===== src/rtl/minterm_pla_pkg.sv =====
// minterm_pla_pkg: shared FSM state type and default sizing for the minterm PLA.
package minterm_pla_pkg;
  localparam int DEF_N = 4;
  localparam int DEF_M = 3;
  typedef enum logic [1:0] {IDLE, SWEEP, DONE} state_t;
endpackage


===== src/rtl/minterm_pla_onehot_decoder.sv =====
// onehot_decoder: combinational N-to-2^N one-hot decode, all-zero when disabled.
module onehot_decoder
  import minterm_pla_pkg::*;
#(
  parameter int N = DEF_N
) (
  input  logic [N-1:0]    sel,
  input  logic            en,
  output logic [2**N-1:0] d
);
  assign d = en ? (2**N)'(1) << sel : '0;
endmodule


===== src/rtl/minterm_pla.sv =====
// minterm_pla: per-channel minterm-mask PLA with single evaluations and a full truth-table sweep.
module minterm_pla
  import minterm_pla_pkg::*;
#(
  parameter int N = DEF_N,
  parameter int M = DEF_M,
  localparam int CW = (M > 1) ? $clog2(M) : 1
) (
  input  logic            clk,
  input  logic            rst,
  input  logic            en,
  input  logic            in_val,
  input  logic [N-1:0]    in_sel,
  input  logic            cfg_we,
  input  logic [CW-1:0]   cfg_ch,
  input  logic [2**N-1:0] cfg_mask,
  input  logic            sweep_start,
  output logic            out_val,
  output logic [N-1:0]    out_idx,
  output logic [M-1:0]    f,
  output logic            busy,
  output logic            done
);
  state_t          r_state, w_next;
  logic [N-1:0]    r_cnt;
  logic [2**N-1:0] r_mask [M];
  logic            r_val;
  logic [N-1:0]    r_idx;
  logic [M-1:0]    r_f;
  logic            w_idle, w_sweep, w_eval, w_en;
  logic [N-1:0]    w_sel;
  logic [2**N-1:0] w_d;
  logic [M-1:0]    w_f;
  assign w_idle  = r_state == IDLE;
  assign w_sweep = r_state == SWEEP;
  assign w_sel   = w_sweep ? r_cnt : in_sel;
  assign w_en    = w_sweep | en;
  assign w_eval  = w_sweep | (w_idle & in_val);
  onehot_decoder #(.N(N)) u_dec (.sel(w_sel), .en(w_en), .d(w_d));
  always_comb begin
    w_f = '0;
    for (int k = 0; k < M; k++) w_f[k] = |(w_d & r_mask[k]);
  end
  always_comb begin
    w_next = r_state;
    if (w_idle && sweep_start) w_next = SWEEP;
    else if (w_sweep && r_cnt == '1) w_next = DONE;
    else if (r_state == DONE) w_next = IDLE;
  end
  always_ff @(posedge clk or posedge rst) begin
    if (rst) begin
      r_state <= IDLE;
      r_cnt   <= '0;
      r_val   <= 1'b0;
      r_idx   <= '0;
      r_f     <= '0;
      for (int k = 0; k < M; k++) r_mask[k] <= '0;
    end else begin
      r_state <= w_next;
      r_cnt   <= (w_idle && sweep_start) ? '0 : w_sweep ? r_cnt + 1'b1 : r_cnt;
      r_val   <= w_eval;
      if (w_eval) begin
        r_idx <= w_sel;
        r_f   <= w_f;
      end
      // channels at or beyond M never match, so out-of-range writes fall away
      for (int k = 0; k < M; k++)
        if (w_idle && cfg_we && cfg_ch == CW'(k)) r_mask[k] <= cfg_mask;
    end
  end
  assign out_val = r_val;
  assign out_idx = r_idx;
  assign f       = r_f;
  assign busy    = !w_idle;
  assign done    = r_state == DONE;
endmodule


===== config.mk =====
export PLATFORM = sky130hd
export DESIGN_NAME = minterm_pla
export DESIGN_NICKNAME = d
export VERILOG_FILES = /design/src/rtl/minterm_pla_pkg.sv /design/src/rtl/minterm_pla_onehot_decoder.sv /design/src/rtl/minterm_pla.sv
export SDC_FILE = /design/constraint.sdc
export NUM_CORES = 1
export LEC_CHECK = 0
export BUFFER_PORTS_ARGS = -buffer_cell sky130_fd_sc_hd__buf_2
export CORE_UTILIZATION = 42
export CTS_BUF_LIST = sky130_fd_sc_hd__clkbuf_8
export CTS_CLUSTER_SIZE = 12
export DETAILED_ROUTE_END_ITERATION = 8
export HOLD_SLACK_MARGIN = 0.15
export SLEW_MARGIN = 15
export SYNTH_ARGS = -nofsm -noshare
export SYNTH_HDL_FRONTEND = slang
export SYNTH_SLANG_ARGS = --single-unit

===== constraint.sdc =====
create_clock -name clk -period 2.35 [get_ports clk]
set_input_delay 0.235 -clock clk [delete_from_list [all_inputs] [get_ports clk]]
set_output_delay 0.235 -clock clk [all_outputs]
set_load 0.01 [all_outputs]

==> reports/summary.txt <==
Result of the run = completed
Vias in the first global route = 2240
Cell taking the most area after synthesis = dfrtp_1
Final Critical Period = 2.13 ns
Tightest Pin Transition = 0.608 ns
Postcts setup bufs = 0
Vias = 2364
Avg Cell Area, Syn = 11.8 sq um
Synth warn = 0
Drt drc = 0
Reg clk slew, reported paths = 0.07 ns
Tightest Hold Check Type = input pin to register
Total GRT Usage = 21.0%
Hold_ws = 0.164 ns
RSZ-0062 raised after global routing = no
Setup crit start kind = register
Die area = 7730 sq um
P per Cell Area = 1350 nW/um^2
Placed cell count = 399
Top cell type's share of synthesized area = 50.1%
Clk_skew = 0.0129 ns
Synth Cell Area = 3100 sq um
Switching Share = 38.5%
WP buf/inv = 0
Initial antenna violation count = 0
Area contributors post-synth = dfrtp_1, mux2_2, mux2i_1
Max FO, Critical Path = 9
Worst EP arrival = 2.32 ns
Layout cells sized above 1 = 40.8%
Period utilisation layout = 90.5%
Mapped Nets = 292
Critical Path Sink Type = register
Nets = 345
Setup TNS = 0 ns
Clk buf depth = 2
Sequential area share after synthesis = 50.1%
Io pins = 38
CTS tree = yes
Combinational share of power = 44.0%
Die H = 87.9 um
Slew HR = 59.2%
CP Data Required Time = 2.55 ns
H-tree depth reported by CTS = 3
NetSw = 1910 uW
Slowest library cell on the worst path = dfrtp_1
Core Box Area = 6940 sq um
Area Growth Syn to Fin = 18.4%
Sequential share of power = 37.1%
IO Port Bufs = 37
Ys flop type = dfrtp_1
Starting Density = 44.6%
Diode count = 0
DP HPWL = 5.50 mm
Vias/cell = 5.67
Synth top cells by count = dfrtp_1, mux2_2, nand2_1
Clk Tree Root Cell = clkbuf_8
Crit Path Class = register to register
Peak VDD IR = 603 uV
First-pass GRT wire length = 11.9 mm
Int Power = 3040 uW
Cell Rows = 30
Drt initial violations = 173
Count leader, synth = dfrtp_1
Clock Sink Count = 62
Endpoints failing setup = 0
Max-Cap Viols = 0
Worst skew pair latency = 0.33 ns
Num CTS Buffers = 9
Slew Limit Fails = 0
DP Worst Slack = -0.0475 ns
Clock power frac = 18.9%
Final hold vios = 0
Largest net degree at the start of global routing = 27
CP peak stage delay = 0.44 ns
P_leak = 0.00169 uW
Post-DRT Antenna Nets = 0
#FFs+latches synth = 62
Grt total ovfl = 0
Final setup margin = 0.222 ns
WL/cell = 17.9 um
Filler cell count = 631
Max Fclk = 470 MHz
Router iterations before antenna repair = 4
Routed Wire Length = 7.45 mm
Final cell count without fillers = 417
Worst-path cell chain = nor2b_2 > o21ai_1 > a22oi_1 > o211ai_1 > nor4_1 > a41oi_1
Synth Instances = 263
EDFF count, synth = 0
Unique masters post-synth = 43
Die width = 87.9 um
GPL Wtd Cong = 0.895
CP top delay family = compound AO/OA/AOI/OAI gates
Post-synth ARST share = 100%
timing repair:
item | CTS | global route
resized for setup | 1 | 0
endpoints found under the setup margin | 1 | 0
endpoints found under the hold margin | 27 | 0
hold buffers | 2 | 0
cells in the final DEF (no fill, tap or decap), types with 7 or more instances in the layout:
cell type and count:
dfrtp_1 62, mux2_2 50, buf_2 37, nand2_1 17, buf_4 17, nor2_1 16
nand4_1 11, clkbuf_8 10, mux2i_1 9, nand3_1 8, inv_1 7, a31oi_1 7
cell families after synthesis:
| kind of cell | synth area share [%] |
|---|---|
| flops | 50.1 |
| simple gates | 12.2 |
| compound gates | 11.3 |
| mux | 22.4 |
| buf+inv | 3.55 |
| fa+ha+maj | 0.404 |
worst paths after layout:
check                                    endpoint  slack (ns)  depth (start not counted)                   start
setup / recovery                 f[0]$_DFFE_PP0P_        0.22                          6  r_state[1]$_DFFE_PP0P_
max in group asynchronous   r_mask[8]$_DFFE_PP0P_        1.18                          4                     rst
setup reg to reg                 f[0]$_DFFE_PP0P_        0.22                          6  r_state[1]$_DFFE_PP0P_
min in group asynchronous  r_mask[19]$_DFFE_PP0P_        0.50                          3                     rst
hold / removal             r_mask[27]$_DFFE_PP0P_        0.16                          2            cfg_mask[11]
hold reg to reg            r_mask[16]$_DFFE_PP0P_        0.50                          1  r_mask[16]$_DFFE_PP0P_
worst reg2reg max path: stages, from the launching register on:
cell      delay [ns]
dfrtp_1         0.44
nor2b_2         0.43
o21ai_1         0.34
a22oi_1         0.27
o211ai_1        0.10
nor4_1          0.27
a41oi_1         0.15
power by group through the flow:
stage	sequential, uW	combinational, uW	clock, uW
after floorplan	1750	1600	0
after global placement	1830	2120	0
after detailed placement	1850	2150	0
after CTS	1830	2170	966
after global routing	1880	2380	1010
final	1830	2180	937
sequential cells by signal (all words and copies together), names as in the netlist:
register and flops:
r_mask 48, out_idx 4, r_cnt 4, f 3, r_state 2, out_val 1
cell type report:
cell class	count	area, sq um	share of cell area (%)
clock buffers	10	138	3.75
clock inverters	6	62.6	1.70
inverters	7	26.3	0.716
multi-input cells	180	1440	39.2
flip-flops and latches	62	1550	42.3
well taps	96	120	3.27
repair buffers	56	333	9.07
per-stage QoR:
step	total power (uW)	util (%)	instance area, sq um
2_1_floorplan	3350	-	3100
4_1_cts	4960	52.9	3670
6_report	4950	52.9	3670
5_1_grt	5270	52.9	3670
3_3_place_gp	3950	49.7	3450
3_5_place_dp	4000	49.7	3450
layer usage:
metal  part of all wire [%]  wire [um]  global-route usage, %  up-vias
li1                       -          -                      -     1096
met1                     46       3430                   29.0     1194
met2                     47       3520                   32.3       70
met3                    5.8        430                   5.66        4
met4                   0.94         70                   6.11        0
met5                      0          0                      0        -
No activity file was read; power rests on OpenSTA's default activity.
